`config.mk`:
```
export PLATFORM = sky130hd
export DESIGN_NAME = stdp_update_scheduler
export DESIGN_NICKNAME = d
export VERILOG_FILES = /design/src/rtl/stdp_pkg.sv /design/src/rtl/stdp_rr_arbiter.sv /design/src/rtl/stdp_update_scheduler.sv
export SDC_FILE = /design/constraint.sdc
export NUM_CORES = 1
export LEC_CHECK = 0
export ABC_AREA = 1
export CAP_MARGIN = 20
export CORE_MARGIN = 4
export CORE_UTILIZATION = 35
export CTS_BUF_LIST = sky130_fd_sc_hd__clkbuf_8
export DETAILED_ROUTE_END_ITERATION = 7
export GPL_ROUTABILITY_DRIVEN = 0
export PLACE_DENSITY = 0.55
export SYNTH_ARGS = -nofsm -noshare
export SYNTH_HDL_FRONTEND = slang
export SYNTH_HIERARCHICAL = 1
export SYNTH_SLANG_ARGS = --single-unit
```
`constraint.sdc`:
```
create_clock -name clk -period 6.4 [get_ports clk]
set_input_delay 1.28 -clock clk [delete_from_list [all_inputs] [get_ports clk]]
set_output_delay 1.28 -clock clk [all_outputs]
set_load 0.02 [all_outputs]
```
`src/rtl/stdp_pkg.sv`:
```
// Shared types and defaults for the STDP update scheduler.
package stdp_pkg;

  typedef enum logic [1:0] {
    IDLE  = 2'd0,
    CALC  = 2'd1,
    WRITE = 2'd2
  } state_t;

  localparam int unsigned DEF_W_INIT    = 64;
  localparam int unsigned DEF_A_PLUS    = 16;
  localparam int unsigned DEF_A_MINUS   = 8;
  localparam int unsigned DEF_TAU_SHIFT = 2;
  localparam int unsigned DEF_T_WINDOW  = 16;

  // Weight step for a spike pair dt cycles apart: amp >> (dt >> tau_shift),
  // forced to 0 once the shift would empty a w_width-bit value.
  function automatic int unsigned stdp_dw(input int unsigned amp,
                                          input int unsigned dt,
                                          input int unsigned tau_shift,
                                          input int unsigned w_width);
    int unsigned sh;
    sh = dt >> tau_shift;
    if (sh >= w_width) return 0;
    return amp >> sh;
  endfunction

endpackage

```
`src/rtl/stdp_rr_arbiter.sv`:
```
// Combinational round-robin arbiter: first request at or after ptr, wrapping.
module stdp_rr_arbiter #(
  parameter int unsigned N  = 5,
  parameter int unsigned IW = 3
) (
  input  logic [N-1:0]  req,
  input  logic [IW-1:0] ptr,
  output logic [N-1:0]  grant,
  output logic [IW-1:0] idx,
  output logic          any
);

  logic [IW-1:0] cand;

  // Scan indices ptr, ptr+1, ... modulo N and take the first one requesting.
  always_comb begin
    grant = '0;
    idx   = '0;
    any   = 1'b0;
    cand  = '0;
    for (int unsigned k = 0; k < N; k++) begin
      cand = IW'((32'(ptr) + k) % N);
      if (!any && req[cand]) begin
        any         = 1'b1;
        grant[cand] = 1'b1;
        idx         = cand;
      end
    end
  end

endmodule

```
`src/rtl/stdp_update_scheduler.sv`:
```
// STDP update scheduler: spike timers, LTP/LTD request capture, round-robin
// weight-update engine and the synaptic weight registers.
// Optional macro STDP_WEIGHT_LOAD_EN adds a direct weight-write port.
module stdp_update_scheduler import stdp_pkg::*; #(
  parameter int unsigned N_SYN     = 5,
  parameter int unsigned W_WIDTH   = 8,
  parameter int unsigned T_WIDTH   = 8,
  parameter int unsigned T_WINDOW  = DEF_T_WINDOW,
  parameter int unsigned W_INIT    = DEF_W_INIT,
  parameter int unsigned A_PLUS    = DEF_A_PLUS,
  parameter int unsigned A_MINUS   = DEF_A_MINUS,
  parameter int unsigned TAU_SHIFT = DEF_TAU_SHIFT
) (
  input  logic                     clk,
  input  logic                     rst,
  input  logic [N_SYN-1:0]         pre_spike,
  input  logic                     post_spike,
  input  logic                     learn_en,
`ifdef STDP_WEIGHT_LOAD_EN
  input  logic                     wr_en,
  input  logic [2:0]               wr_idx,
  input  logic [W_WIDTH-1:0]       wr_data,
`endif
  output logic [N_SYN*W_WIDTH-1:0] weights,
  output logic                     busy,
  output logic                     upd_valid,
  output logic [2:0]               upd_idx,
  output logic                     upd_ltp,
  output logic [W_WIDTH-1:0]       upd_weight,
  output logic                     upd_sat
);

  localparam logic [T_WIDTH-1:0] T_WIN = T_WIDTH'(T_WINDOW);

  state_t               state, state_n;
  logic                 grab, do_calc, do_write;

  logic [T_WIDTH-1:0]   pre_timer [N_SYN];
  logic [T_WIDTH-1:0]   post_timer;

  logic [N_SYN-1:0]     pend_ltp, pend_ltd, pend_ltp_n, pend_ltd_n;
  logic [N_SYN-1:0]     set_ltp, set_ltd, clr_ltp, clr_ltd, wr_mask;
  logic [T_WIDTH-1:0]   dt_ltp [N_SYN];
  logic [T_WIDTH-1:0]   dt_ltd [N_SYN];
  logic [T_WIDTH-1:0]   cap_dt_ltp [N_SYN];

  logic [W_WIDTH-1:0]   w [N_SYN];

  logic [2:0]           ptr, sel;
  logic                 kind;
  logic [T_WIDTH-1:0]   dt_sel;

  logic [N_SYN-1:0]     grant;
  logic [2:0]           arb_idx;
  logic                 arb_any;
  logic                 grab_ltp;
  logic [T_WIDTH-1:0]   grab_dt;

  logic [W_WIDTH-1:0]   dw, w_cur, w_new;
  logic [W_WIDTH:0]     w_sum, w_diff;
  logic                 w_sat;

  stdp_rr_arbiter #(.N(N_SYN), .IW(3)) u_arb (
    .req   (pend_ltp | pend_ltd),
    .ptr   (ptr),
    .grant (grant),
    .idx   (arb_idx),
    .any   (arb_any)
  );

  assign grab_ltp = |(pend_ltp & grant);
  assign grab_dt  = grab_ltp ? dt_ltp[arb_idx] : dt_ltd[arb_idx];
  assign busy     = (state != IDLE) || (|(pend_ltp | pend_ltd));
  assign w_cur    = w[sel];

  // FSM state register.
  always_ff @(posedge clk) begin
    if (rst) state <= IDLE;
    else     state <= state_n;
  end

  // FSM next state and per-state strobes.
  always_comb begin
    state_n  = state;
    grab     = 1'b0;
    do_calc  = 1'b0;
    do_write = 1'b0;
    unique case (state)
      IDLE: begin
        if (arb_any) begin
          grab    = 1'b1;
          state_n = CALC;
        end
      end
      CALC: begin
        do_calc = 1'b1;
        state_n = WRITE;
      end
      WRITE: begin
        do_write = 1'b1;
        state_n  = IDLE;
      end
      default: state_n = IDLE;
    endcase
  end

  // Spike timers: load 1 on a spike, otherwise count up and saturate.
  always_ff @(posedge clk) begin
    if (rst) begin
      for (int unsigned i = 0; i < N_SYN; i++) pre_timer[i] <= '1;
      post_timer <= '1;
    end else begin
      for (int unsigned i = 0; i < N_SYN; i++) begin
        if (pre_spike[i])            pre_timer[i] <= T_WIDTH'(1);
        else if (pre_timer[i] != '1) pre_timer[i] <= pre_timer[i] + T_WIDTH'(1);
      end
      if (post_spike)            post_timer <= T_WIDTH'(1);
      else if (post_timer != '1) post_timer <= post_timer + T_WIDTH'(1);
    end
  end

  // Request capture from pre-load timer values; a coincident pre/post pair is
  // pure LTP at dt=0. Sets beat the engine's clear, a config write beats both.
  always_comb begin
    set_ltp = '0;
    set_ltd = '0;
    clr_ltp = '0;
    clr_ltd = '0;
    wr_mask = '0;
    for (int unsigned i = 0; i < N_SYN; i++) begin
      cap_dt_ltp[i] = pre_spike[i] ? '0 : pre_timer[i];
      if (learn_en && post_spike && (pre_spike[i] || (pre_timer[i] < T_WIN)))
        set_ltp[i] = 1'b1;
      if (learn_en && pre_spike[i] && !post_spike && (post_timer < T_WIN))
        set_ltd[i] = 1'b1;
    end
    if (grab) begin
      if (grab_ltp) clr_ltp = grant;
      else          clr_ltd = grant;
    end
`ifdef STDP_WEIGHT_LOAD_EN
    if (wr_en && (32'(wr_idx) < N_SYN)) wr_mask[wr_idx] = 1'b1;
`endif
    pend_ltp_n = ((pend_ltp & ~clr_ltp) | set_ltp) & ~wr_mask;
    pend_ltd_n = ((pend_ltd & ~clr_ltd) | set_ltd) & ~wr_mask;
  end

  // Pending bits and their latched pair distances.
  always_ff @(posedge clk) begin
    if (rst) begin
      pend_ltp <= '0;
      pend_ltd <= '0;
      for (int unsigned i = 0; i < N_SYN; i++) begin
        dt_ltp[i] <= '0;
        dt_ltd[i] <= '0;
      end
    end else begin
      pend_ltp <= pend_ltp_n;
      pend_ltd <= pend_ltd_n;
      for (int unsigned i = 0; i < N_SYN; i++) begin
        if (set_ltp[i]) dt_ltp[i] <= cap_dt_ltp[i];
        if (set_ltd[i]) dt_ltd[i] <= post_timer;
      end
    end
  end

  // Weight step and saturating add/subtract for the selected synapse.
  always_comb begin
    dw     = W_WIDTH'(stdp_dw(kind ? A_PLUS : A_MINUS, 32'(dt_sel), TAU_SHIFT, W_WIDTH));
    w_sum  = {1'b0, w_cur} + {1'b0, dw};
    w_diff = {1'b0, w_cur} - {1'b0, dw};
    w_new  = '0;
    w_sat  = 1'b0;
    if (kind) begin
      if (w_sum[W_WIDTH]) begin
        w_new = '1;
        w_sat = 1'b1;
      end else begin
        w_new = w_sum[W_WIDTH-1:0];
      end
    end else begin
      if (w_diff[W_WIDTH]) begin
        w_new = '0;
        w_sat = 1'b1;
      end else begin
        w_new = w_diff[W_WIDTH-1:0];
      end
    end
  end

  // Engine registers. The update result is registered at the end of CALC so
  // the upd_* pulse lines up with the WRITE cycle, which then commits it.
  always_ff @(posedge clk) begin
    if (rst) begin
      sel        <= '0;
      kind       <= 1'b0;
      dt_sel     <= '0;
      ptr        <= '0;
      upd_valid  <= 1'b0;
      upd_idx    <= '0;
      upd_ltp    <= 1'b0;
      upd_weight <= '0;
      upd_sat    <= 1'b0;
    end else begin
      upd_valid <= do_calc;
      if (grab) begin
        sel    <= arb_idx;
        kind   <= grab_ltp;
        dt_sel <= grab_dt;
      end
      if (do_calc) begin
        upd_idx    <= sel;
        upd_ltp    <= kind;
        upd_weight <= w_new;
        upd_sat    <= w_sat;
      end
      if (do_write) ptr <= (32'(sel) == N_SYN - 1) ? '0 : sel + 3'd1;
    end
  end

  // Weight registers; a config write lands after the engine write and wins.
  always_ff @(posedge clk) begin
    if (rst) begin
      for (int unsigned i = 0; i < N_SYN; i++) w[i] <= W_WIDTH'(W_INIT);
    end else begin
      if (do_write) w[sel] <= upd_weight;
`ifdef STDP_WEIGHT_LOAD_EN
      if (wr_en && (32'(wr_idx) < N_SYN)) w[wr_idx] <= wr_data;
`endif
    end
  end

  // Flatten the weight registers onto the output bus.
  always_comb begin
    weights = '0;
    for (int unsigned i = 0; i < N_SYN; i++) weights[i*W_WIDTH +: W_WIDTH] = w[i];
  end

endmodule
```
==> summary.md <==
| Metric | Value |
|---|---|
| Status | `finished, final reports clean` |
| Fin crit period | `5.400 ns` |
| Final core occ | `41.54%` |
| Syn-to-layout area delta | `15.74%` |
| I/O pin count | `64` |
| Final-stage net count | `1612` |
| Clock root cell | `clkbuf_8` |
| Worst Setup End Kind | `register` |
| Effective utilization at floorplan | `35.89%` |
| Number of global-route vias before repair | `9606` |
| Unrepaired setup endpoints after global routing | `no` |
| Fmax | `0.1852 GHz` |
| Maximum vdd drop | `197.3 uV` |
| EDFF count, synth | `164` |
| First-pass GRT wire length | `49570 um` |
| Mapped Cells | `1462` |
| GRT overflow | `0` |
| Setup Fix Bufs, Post-CTS | `0` |
| Hold crit path type | `reg -> reg` |
| Routed WL | `30800 um` |
| Dpl ws | `1.118 ns` |
| Clock sink total | `214` |
| Largest area contributor in the netlist | `edfxtp_1` |
| TritonRoute pass-1 iters | `5` |
| Critical R2R Launch | `ptr[1]` |
| Mean Syn Cell Area | `8.314 um^2` |
| Die Wd | `194.4 um` |
| Row cnt | `67` |
| Diode count | `0` |
| FF+latch count, synth | `214` |
| R2R depth | `24` |
| H-Tree Level Count | `2` |
| Initial antenna violation count | `0` |
| Max-cap violation count | `0` |
| Total Die Area | `37780 um^2` |
| Worst-path maximum fanout | `17` |
| # setup viols final | `0` |
| Crit path kind | `reg -> reg` |
| Internal reg-to-reg setup slack | `1.0 ns` |
| Hold buffer count at CTS | `0` |
| Fill cells | `3429` |
| Crit. Startpoint | `ptr[1]` |
| Async SR Flop Fraction | `0%` |
| Pwr dens | `420.5 nW/um^2` |
| WL per Instance | `15.11 um` |
| Share of layout cells above drive strength 1 | `9.686%` |
| Total CTS buffers | `40` |
| Post-Syn Area | `12160 um^2` |
| Number of port buffers | `63` |
| Crit start category | `register` |
| Largest net degree at the start of global routing | `31` |
| Drt drc | `0` |
| Skew-Pair Late Insertion Delay | `0.53 ns` |
| Leakage Power | `6.015 nW` |
| Synth Warn # | `6` |
| Setup Total Neg Slack | `0 ns` |
| Routed via count | `10044` |
| Distinct cells, synth | `56` |
| Synth top area share | `40.51%` |
| Final Cycle Share | `84.38%` |
| Gr usage total | `15.74%` |
| Worst Skew | `0.02471 ns` |
| Post-DR vias/cell | `4.928` |
| Post-CTS sizing | `0` |
| CTS tree | `built` |
| Main synth FF type | `edfxtp_1` |
| Placeable Area | `33870 um^2` |
| Final WS setup | `0.9998 ns` |
| Post-synthesis sequential area ratio | `48.75%` |
| HPWL after DPL | `23030 um` |
| Clock-pin slew of the registers on the worst-case setup and hold paths | `0.05 ns` |
| CP required | `6.84 ns` |
| Hold Path Origin | `pend_ltd[0]` |
| Critical path arrival | `5.84 ns` |
| Maximum clock path buffer count | `3` |
| Max-slew violations | `0` |
| Top post-synthesis cells by area | `edfxtp_1 41%, nand2_1 9.4%, dfxtp_1 8.2%` |
| Most frequent cell after synthesis | `nand2_1` |
| Die Y | `194.4 um` |
| Post-route ant nets | `0` |
| Worst slew pin tran | `0.7928 ns` |
| Endpoints failing hold | `0` |
| Most instantiated cells after synthesis | `303 x nand2_1, 207 x nor2_1, 192 x inv_1, 164 x edfxtp_1, 110 x nand3_1` |
| Max transition margin | `46.95%` |
| Initial DRC count | `666` |
| Worst hold path depth | `2` |
## power by group
part | leakage (nW) | internal [mW] | switching, mW
Clock | 0.418 | 0.658 | 0.571
Combinational | 3.52 | 0.933 | 1.95
Sequential | 2.08 | 1.67 | 0.138
## path summary, 6_finish.rpt
path	endpoint
hold reg to reg	pend_ltd[0]
hold / removal	pend_ltd[0]
setup reg to reg	dt_sel[3]
setup / recovery	dt_sel[3]
## flip-flops by register name, indices dropped and copies added (netlist names), 2 cells and up, named ones only
name        count
dt_ltd         30
dt_ltp         30
dt_sel          6
pend_ltd        5
pend_ltp        5
post_timer      8
pre_timer      40
ptr             3
sel             3
state           2
upd_idx         3
upd_weight      8
w              64
## routing by layer
metal  GRT usage [%]  vias up  routed length [um]
li1                -     5046                   -
met2           26.58      275               14430
met5               0        -                   0
met1           21.12     4674               14040
met4           4.219        0                 656
met3           2.580       49                1674
## critical path, cell delays in order (launching register included)
cell	delay, ns
dfxtp_1	0.51
inv_1	0.26
ha_1	0.48
inv_1	0.19
ha_1	0.23
inv_1	0.08
nand4_2	0.15
nand2_2	0.11
xor2_1	0.28
ha_1	0.23
inv_1	0.06
o211ai_2	0.22
nand2_2	0.10
nand2_1	0.07
nand2_1	0.07
nor2_2	0.14
nand3_1	0.11
inv_1	0.08
nor2_2	0.05
or3_1	0.38
nand2_1	0.45
inv_1	0.28
nand2_1	0.33
o311ai_0	0.25
a21oi_1	0.18
## cell type report
| cell class | instances | area [um^2] | area share, % |
|---|---|---|---|
| clock buffer | 46 | 633.1 | 4.500 |
| clock inverter | 27 | 120.1 | 0.8538 |
| inverter | 200 | 750.7 | 5.336 |
| multi-input combinational | 1032 | 5388 | 38.30 |
| sequential | 214 | 5926 | 42.12 |
| tap | 448 | 560.5 | 3.984 |
| timing repair buffer | 71 | 690.7 | 4.909 |
## metrics by stage
stage                     power (mW)  instances  area, um^2  hold WS (ns)
after floorplan                3.935       1481       12230        0.4455
after global placement         4.650       1965       13320        0.4631
after detailed placement       4.691       1965       13320        0.4685
after CTS                      5.941       2038       14070        0.4764
after global routing           6.420       2038       14070        0.4908
final                          5.916       2038       14070        0.4765
## cells in the final DEF (no fill, tap or decap), types with 4 or more instances in the layout
cell             synthesis  routed
clkinv_2                 0       5
o22ai_1                 12      12
nand2_1                303     303
o21ai_2                  4       4
xor2_1                  13      13
nor2_2                  10      10
nand2_4                  4       4
edfxtp_1               164     164
a32o_1                   5       5
o311ai_0                 5       5
clkinv_1                 0      10
dfxtp_1                 50      50
nor4_1                   6       6
ha_1                    41      41
nand2_2                 34      34
o21ai_0                 93      93
o21ai_1                 12      12
a21oi_1                 43      43
or2_2                    7       7
buf_4                    2       8
nand3_1                110     110
nor3_1                  10      10
conb_1                   1      20
clkdlybuf4s50_1          0      63
clkbuf_8                 0      46
nor2_4                   5       5
nand3_2                  7       7
nor2_1                 207     207
inv_2                    8       8
nand3b_1                 9       9
inv_1                  192     201
o221ai_1                 5       5
o211ai_1                12      12
nand4_1                 22      22
## kinds of logic (layout without fill, tap and decap cells)
group,count (synthesis),after routing,share of synthesized area [%]
xor gates and xnor gates,16,16,1.215
buffers and inverters,235,344,7.514
and+or+nand+nor,743,743,27.62
other,1,20,0.03085
adders and majority gates,44,44,4.714
DFF,214,214,48.75
AOI/OAI and AO/OA,209,209,10.16
Note: power is estimated with default switching activity, not from simulation.
